--- src/rtl/mem_arb_pkg.sv ---
// Shared definitions for the memory-stage port arbiter:
// FSM state encoding and default interface widths.
package mem_arb_pkg;

    typedef enum logic [1:0] {
        IDLE = 2'd0,
        BUSY = 2'd1,
        RESP = 2'd2
    } state_e;

    localparam int AW_D   = 32;
    localparam int DW_D   = 32;
    localparam int TAGW_D = 4;
    localparam int REGW_D = 5;
    localparam int TMO_D  = 64;

endpackage

--- src/rtl/rr_arb2.sv ---
// Two-input round-robin picker.
// Ports: valid0_i/valid1_i requests, rr_i favoured pipe, gnt_o one-hot grant.
module rr_arb2 (
    input  logic       valid0_i,
    input  logic       valid1_i,
    input  logic       rr_i,
    output logic [1:0] gnt_o
);

    // A lone requester always wins; rr_i only breaks ties.
    always_comb begin
        gnt_o    = 2'b00;
        gnt_o[0] = valid0_i & (~valid1_i | ~rr_i);
        gnt_o[1] = valid1_i & (~valid0_i | rr_i);
    end

endmodule

--- src/rtl/mem_port_arbiter.sv ---
// Shares one data-cache port between two issue pipes, round-robin,
// and returns a tagged completion to the RS/CDB logic.
// Ports: reqN_* pipe requests/ready, c_* cache port,
//        rsp_* one-cycle completion, err sticky cache-timeout flag.
module mem_port_arbiter
    import mem_arb_pkg::*;
#(
    parameter int AW   = AW_D,
    parameter int DW   = DW_D,
    parameter int TAGW = TAGW_D,
    parameter int REGW = REGW_D,
    parameter int TMO  = TMO_D
) (
    input  logic            CLK,
    input  logic            reset,
    input  logic            req0_valid,
    input  logic            req0_we,
    input  logic [AW-1:0]   req0_addr,
    input  logic [DW-1:0]   req0_wdata,
    input  logic [TAGW-1:0] req0_tag,
    input  logic [REGW-1:0] req0_wreg,
    output logic            req0_ready,
    input  logic            req1_valid,
    input  logic            req1_we,
    input  logic [AW-1:0]   req1_addr,
    input  logic [DW-1:0]   req1_wdata,
    input  logic [TAGW-1:0] req1_tag,
    input  logic [REGW-1:0] req1_wreg,
    output logic            req1_ready,
    output logic            c_en,
    output logic            c_we,
    output logic            c_rd,
    output logic [AW-1:0]   c_addr,
    output logic [DW-1:0]   c_wdata,
    input  logic [DW-1:0]   c_rdata,
    input  logic            c_ready,
    output logic            rsp_valid,
    output logic            rsp_src,
    output logic            rsp_is_load,
    output logic [TAGW-1:0] rsp_tag,
    output logic [REGW-1:0] rsp_wreg,
    output logic [DW-1:0]   rsp_rdata,
    output logic            err
);

    localparam int CW = $clog2(TMO + 1);

    state_e          state_q, state_d;
    logic            rr_q, rr_d;
    logic            src_q, src_d;
    logic            ld_q, ld_d;
    logic [AW-1:0]   addr_q, addr_d;
    logic [DW-1:0]   wdata_q, wdata_d;
    logic [TAGW-1:0] tag_q, tag_d;
    logic [REGW-1:0] wreg_q, wreg_d;
    logic [DW-1:0]   rdata_q, rdata_d;
    logic [CW-1:0]   cnt_q, cnt_d;
    logic            err_q, err_d;
    logic [1:0]      gnt;
    logic [CW-1:0]   cnt_inc;

    rr_arb2 u_rr_arb2 (
        .valid0_i (req0_valid),
        .valid1_i (req1_valid),
        .rr_i     (rr_q),
        .gnt_o    (gnt)
    );

    always_comb begin
        state_d    = state_q;
        rr_d       = rr_q;
        src_d      = src_q;
        ld_d       = ld_q;
        addr_d     = addr_q;
        wdata_d    = wdata_q;
        tag_d      = tag_q;
        wreg_d     = wreg_q;
        rdata_d    = rdata_q;
        cnt_d      = cnt_q;
        err_d      = err_q;
        req0_ready = 1'b0;
        req1_ready = 1'b0;
        c_en       = 1'b0;
        c_we       = 1'b0;
        c_rd       = 1'b0;
        rsp_valid  = 1'b0;
        // Saturating so a stuck cache cannot wrap the count.
        cnt_inc    = (cnt_q == CW'(TMO)) ? cnt_q : cnt_q + 1'b1;

        unique case (state_q)
            IDLE: begin
                if (|gnt) begin
                    req0_ready = gnt[0];
                    req1_ready = gnt[1];
                    src_d      = gnt[1];
                    ld_d       = gnt[1] ? ~req1_we   : ~req0_we;
                    addr_d     = gnt[1] ? req1_addr  : req0_addr;
                    wdata_d    = gnt[1] ? req1_wdata : req0_wdata;
                    tag_d      = gnt[1] ? req1_tag   : req0_tag;
                    wreg_d     = gnt[1] ? req1_wreg  : req0_wreg;
                    cnt_d      = '0;
                    state_d    = BUSY;
                end
            end
            BUSY: begin
                c_en  = 1'b1;
                c_we  = ~ld_q;
                c_rd  = ld_q;
                cnt_d = cnt_inc;
                // Flag only; the access keeps waiting for the cache.
                if (cnt_inc == CW'(TMO)) begin
                    err_d = 1'b1;
                end
                if (c_ready) begin
                    rdata_d = ld_q ? c_rdata : '0;
                    state_d = RESP;
                end
            end
            RESP: begin
                rsp_valid = 1'b1;
                rr_d      = ~src_q;
                state_d   = IDLE;
            end
            default: begin
                state_d = IDLE;
            end
        endcase
    end

    always_ff @(posedge CLK) begin
        if (reset) begin
            state_q <= IDLE;
            rr_q    <= 1'b0;
            src_q   <= 1'b0;
            ld_q    <= 1'b0;
            addr_q  <= '0;
            wdata_q <= '0;
            tag_q   <= '0;
            wreg_q  <= '0;
            rdata_q <= '0;
            cnt_q   <= '0;
            err_q   <= 1'b0;
        end else begin
            state_q <= state_d;
            rr_q    <= rr_d;
            src_q   <= src_d;
            ld_q    <= ld_d;
            addr_q  <= addr_d;
            wdata_q <= wdata_d;
            tag_q   <= tag_d;
            wreg_q  <= wreg_d;
            rdata_q <= rdata_d;
            cnt_q   <= cnt_d;
            err_q   <= err_d;
        end
    end

    assign c_addr      = addr_q;
    assign c_wdata     = wdata_q;
    assign rsp_src     = src_q;
    assign rsp_is_load = ld_q;
    assign rsp_tag     = tag_q;
    assign rsp_wreg    = wreg_q;
    assign rsp_rdata   = rdata_q;
    assign err         = err_q;

endmodule

--- config.mk ---
export PLATFORM = sky130hd
export DESIGN_NAME = mem_port_arbiter
export DESIGN_NICKNAME = d
export VERILOG_FILES = /design/src/rtl/mem_arb_pkg.sv /design/src/rtl/rr_arb2.sv /design/src/rtl/mem_port_arbiter.sv
export SDC_FILE = /design/constraint.sdc
export NUM_CORES = 1
export LEC_CHECK = 0
export ABC_AREA = 0
export CORE_ASPECT_RATIO = 0.75
export CORE_MARGIN = 4
export CORE_UTILIZATION = 38
export DETAILED_ROUTE_END_ITERATION = 7
export GPL_TIMING_DRIVEN = 0
export PLACE_DENSITY = 0.86
export RECOVER_POWER = 100
export SYNTH_ARGS = -nofsm -noshare
export SYNTH_HDL_FRONTEND = slang
export SYNTH_HIERARCHICAL = 1
export SYNTH_SLANG_ARGS = --single-unit
export TNS_END_PERCENT = 20
--- constraint.sdc ---
create_clock -name CLK -period 2.4 [get_ports CLK]
set_clock_uncertainty 0.1 [all_clocks]
set_input_delay 0.48 -clock CLK [delete_from_list [all_inputs] [get_ports CLK]]
set_output_delay 0.48 -clock CLK [all_outputs]
set_load 0.1 [all_outputs]
After elaboration in Yosys (flattened, before gate mapping)
Cells that the tools add are included.
{"block": "totals", "reg_bits": 118, "latchBits": 0, "ramBits": 0, "rom_bits": 0, "input_bits": 185, "output_inout_bits": 114, "elab_cells": 57, "n_memories": 0}
{"block": "classes", "n_addsub": 1, "multipliers": 0, "div_mod_pow": 0, "magnitude_cmp": 0, "eq_ne": 6, "shifts": 0, "mux": 20, "bitwise_logic": 11, "n_reduce_logical": 8}
{"cell": "$mux W32", "count": 3}
{"cell": "$eq A7 B7 Y1 const B", "count": 2}
{"cell": "$mux W7", "count": 2}
{"cell": "$pmux W7 S2", "count": 1}
{"cell": "$reduce_and A2 Y1", "count": 5}
{"cell": "$mux W1", "count": 9}
{"cell": "$add A7 B1 Y7 const B", "count": 1}
{"cell": "$not A1 Y1", "count": 7}
{"cell": "$mux W5", "count": 1}
{"cell": "$mux W2", "count": 2}
{"cell": "$mux W4", "count": 1}
{"cell": "$ne A2 B2 Y1 const B", "count": 2}
{"cell": "$pmux W2 S2", "count": 1}
{"cell": "$and A1 B1 Y1", "count": 2}
{"cell": "$eq A2 B1 Y1 const B", "count": 1}
{"cell": "$eq A2 B2 Y1 const B", "count": 1}
{"cell": "$logic_not A2 Y1", "count": 1}
{"cell": "$or A1 B1 Y1", "count": 2}
{"cell": "$reduce_bool A2 Y1", "count": 1}
{"cell": "$reduce_or A2 Y1", "count": 1}

Depth between registers and ports, before layout
Gate-level depths: netlist of run 1.
{"block": "depth", "word_depth": 6, "ltp_mapped": 9, "depth_no_buf": 7}

By module
The synthesis of run 1 kept the hierarchy.
{"module": "mem_port_arbiter", "n_inst": 1, "cells_per_inst": 558, "area_per_inst_um2": 5013.6, "seq_area_each_um2": 2362.3}
{"module": "rr_arb2", "n_inst": 1, "cells_per_inst": 3, "area_per_inst_um2": 18.8, "seq_area_each_um2": 0.0}

Least setup slack after synthesis of run 1
Ideal clock, no wire load.
{"block": "synth_timing", "path_kind": "register -> output", "startpoint": "register ld_q, in the netlist rsp_is_load", "endpoint": "output c_we", "t_arrival_ps": 2402, "required_time_ps": 1820, "setup_slack_ps": -582, "stages_incl_launch_ff": 4, "path_buffers": 2, "cell_sequence": "dfxtp_1 clkbuf_1 clkbuf_1 nor2_1"}
{"block": "synth_via", "elab_chain_cells": 2}
{"item": "start: declaration", "line_no": "mem_port_arbiter.sv:51", "text": "logic ld_q, ld_d;"}
{"item": "start signal: assignment", "line_no": "mem_port_arbiter.sv:147", "text": "ld_q <= ld_d;"}
{"item": "$not A1 Y1", "line_no": "mem_port_arbiter.sv:107", "text": "c_we = ~ld_q;"}
{"item": "$mux W1", "line_no": "mem_port_arbiter.sv:90", "text": "unique case (state_q)"}
{"item": "end: declaration", "line_no": "mem_port_arbiter.sv:31", "text": "output logic c_we,"}
No other way between the ends.

Worst setup path after layout of run 1
{"block": "layout_timing", "startpoint": "register state_q[1]", "endpoint": "output c_en"}
{"block": "layout_via", "elab_chain_cells": 2}
{"item": "start: declaration", "line_no": "mem_port_arbiter.sv:48", "text": "state_e state_q, state_d;"}
{"item": "start signal: assignment", "line_no": "mem_port_arbiter.sv:144", "text": "state_q <= state_d;"}
{"item": "$eq A2 B1 Y1", "line_no": "mem_port_arbiter.sv:90"}
{"item": "$mux W1", "line_no": "mem_port_arbiter.sv:90"}
{"item": "end: declaration", "line_no": "mem_port_arbiter.sv:30", "text": "output logic c_en,"}
No other way between the ends.

==> results.sh, run 1 <==
export IMPL_status="finished, final reports clean"
export IMPL_grt_usage_pct=23.1
export IMPL_postLayoutCoreUtil_pct=63.0
export IMPL_numCtsBuffers=17
export IMPL_synth_distinct_cells=34
export IMPL_vias=5222
export IMPL_startpoint_type="flip-flop"
export IMPL_vias_per_cell=4.93
export IMPL_design_core_area_sq_mm=0.0130
export IMPL_grt_max_degree=17
export IMPL_htree_levels=4
export IMPL_dieArea_sq_mm=0.0152
export IMPL_cts_hold_buffers=0
export IMPL_antenna_found_initial=0
export IMPL_syn_inst=561
export IMPL_layout_drive_gt1_share_pct=7.20
export IMPL_antenna_cells=0
export IMPL_globalRouteOverflowTotal=0
export IMPL_power_total_uw=7090
export IMPL_ant_nets=0
export IMPL_drt_wl_total_mm=17.8
export IMPL_clock_sinks=118
export IMPL_worstSetupPathType="reg -> out"
export IMPL_syn_to_final_growth_pct=62.3
export IMPL_grt_pass1_wl_mm=27.7
export IMPL_min_path_type="reg -> reg"
export IMPL_drt_pass1_iter_count=4
export IMPL_rsz0062_at_grt="false"
export IMPL_final_setup_tns_ns=0
export IMPL_core_rowCount=36
export IMPL_clock_tree_buffer_depth=2
export IMPL_max_freq_mhz=440
export IMPL_clk_pin_slew_ns=0.05
export IMPL_seq_area_frac_synth_pct=46.9
export IMPL_p_leak_uw=0.00301
export IMPL_setup_violations_final=0
export IMPL_worst_pin_slew_ns=1.26
export IMPL_fill_cells=1182
export IMPL_layout_common_cells="181 x clkdlybuf4s50_1, 138 x clkbuf_1, 118 x dfxtp_1"
export IMPL_io_pin_count=299
export IMPL_syn_avg_cell_area_sq_um=8.97
export IMPL_post_route_min_period_ns=2.28
export IMPL_dieWidth_um=141
export IMPL_start_util_pct=38.8
export IMPL_drc_errors=0
export IMPL_root_buffer="clkbuf_16"
export IMPL_dieHeight_um=108
export IMPL_insertion_delay_ns=0.40
export IMPL_synth_area_sq_mm=0.00503
export IMPL_post_route_period_util_pct=94.8
export IMPL_dp_hpwl_mm=13.8
export IMPL_synth_fp_nets=748
export IMPL_power_density_mw_per_mm2=869
export IMPL_cp_arrival_ns=1.70
export IMPL_cts_setup_buffers=0
export IMPL_gp_congestion=0.844
export IMPL_wire_per_inst_um=16.8
export IMPL_nets=1063
export IMPL_hold_violations=0
export IMPL_synth_seq_cells=118
export IMPL_cts_tree="done"
export IMPL_yosys_warnings=6
export IMPL_worstPathRequired_ns=1.82
export IMPL_max_slew_margin_pct=16.5
export IMPL_grt_pass1_vias=5380
export IMPL_ir_worst_vdd_v=0.000424
export IMPL_path_max_fanout=10
export IMPL_final_common_cell="clkdlybuf4s50_1"
export IMPL_drt_iter0_drc=244
export IMPL_maxCapViolations=0
export IMPL_worstSetupEndpointType="output port"
export IMPL_place_port_buffers=297
export IMPL_hold_ws_ns=0.351
export IMPL_slew_viol_final=0
synth_stat cells:
| cell | n | area, sq um |
|---|---|---|
| o21a_1 | 1 | 7.51 |
| nand3_1 | 36 | 180 |
| dfxtp_1 | 118 | 2360 |
| xnor2_1 | 1 | 8.76 |
| a21oi_1 | 38 | 190 |
| or4b_4 | 1 | 13.8 |
| ha_1 | 2 | 25.0 |
| o21ai_0 | 4 | 20.0 |
| nand2b_1 | 1 | 6.26 |
| or3_2 | 1 | 7.51 |
| o2111ai_1 | 1 | 8.76 |
| a21boi_1 | 2 | 15.0 |
| and2_1 | 4 | 25.0 |
| o22ai_1 | 1 | 6.26 |
| mux2i_1 | 76 | 761 |
| and3_2 | 1 | 7.51 |
| and2_0 | 1 | 6.26 |
| inv_1 | 6 | 22.5 |
| nor3b_4 | 1 | 18.8 |
| or3_1 | 2 | 12.5 |
| o22a_1 | 1 | 8.76 |
| nor2b_1 | 3 | 18.8 |
| nor2_1 | 88 | 330 |
| inv_2 | 1 | 3.75 |
| xor2_1 | 2 | 17.5 |
| a211oi_1 | 74 | 556 |
| nor4_1 | 1 | 6.26 |
| nand2_1 | 38 | 143 |
| a22oi_1 | 1 | 7.51 |
| nor3_1 | 2 | 10.0 |
| a31oi_1 | 1 | 6.26 |
| buf_1 | 3 | 11.3 |
| buf_2 | 23 | 115 |
| clkbuf_1 | 25 | 93.8 |
metal layers:
| layer | GRT usage [%] | vias up | wire length [um] |
|---|---|---|---|
| met1 | 26.8 | 2393 | 7220 |
| met3 | 7.90 | 26 | 1480 |
| li1 | - | 2611 | - |
| met4 | 6.02 | 0 | 274 |
| met5 | 0 | - | 0 |
| met2 | 40.7 | 192 | 8790 |
repair_timing:
item / 4_1_cts / 5_1_grt
pin swaps: 0 / 1
endpoints found under the setup margin: 114 / 5
gates resized for setup: 155 / 5
path summary, 6_finish.rpt:
path	from	endpoint	slack (ns)	depth (start not counted)
setup / recovery	state_q[1]	c_en	0.12	4
hold / removal	rsp_rdata[2]	rsp_rdata[2]	0.35	2
setup reg to reg	rr_q	c_addr[11]	0.28	8
hold reg to reg	rsp_rdata[2]	rsp_rdata[2]	0.35	2
cell type report:
cell class / instances / area, sq um / area share, %
Buffer: 50 / 239 / 2.93
Inverter: 7 / 26.3 / 0.322
Timing Repair Buffer: 297 / 2290 / 28.1
Tap cell: 171 / 214 / 2.62
Clock buffer: 21 / 460 / 5.64
Multi-Input combinational cell: 385 / 2420 / 29.7
Clock inverter: 11 / 150 / 1.84
Sequential cell: 118 / 2360 / 28.9
logic make-up after synthesis:
logic type	synth area share, %
adder cells (fa/ha/maj)	0.497
buffers and inverters	4.90
AND/OR/NAND/NOR	15.6
multiplexers	15.1
flip-flops	46.9
XOR/XNOR	0.522
AO/OA/AOI/OAI	16.4
registers in the layout, indices dropped and copies added (netlist names):
name,count
c_addr,32
c_wdata,32
rsp_rdata,32
cnt_q,7
rsp_wreg,5
rsp_tag,4
state_q,2
err,1
rr_q,1
rsp_is_load,1
rsp_src,1
report_power, final:
part	internal (uW)	leakage [uW]	switching, uW	total (uW)
Clock	1690	0.000282	927	2620
Sequential	2130	0.000970	83.5	2210
Combinational	556	0.00176	1710	2270
stage by stage:
stage          cells  area [sq um]  setup WS (ns)
3_5_place_dp    1029          8220          -1.63
6_report        1060          8170          0.125
3_3_place_gp    1029          8220          -1.60
4_1_cts         1061          8750        -0.0705
5_1_grt         1060          8170         0.0302
2_1_floorplan    561          5040         -0.218
critical path, cell delays in order (launching register included):
cell	delay (ns)
dfxtp_1	0.31
nand2b_1	0.14
buf_2	0.19
inv_2	0.17
clkbuf_2	0.49
Power figures use the tool's default switching activity.
==> run 2: changes to the inputs <==
--- a/config.mk
+++ b/config.mk
@@ -13,6 +13,7 @@
 export GPL_TIMING_DRIVEN = 0
 export PLACE_DENSITY = 0.86
 export RECOVER_POWER = 100
+export SLEW_MARGIN = 20
 export SYNTH_ARGS = -nofsm -noshare
 export SYNTH_HDL_FRONTEND = slang
 export SYNTH_HIERARCHICAL = 1
==> results of run 2 <==
Same layout as run 1: the final DEF is identical, and so are final timing and power.
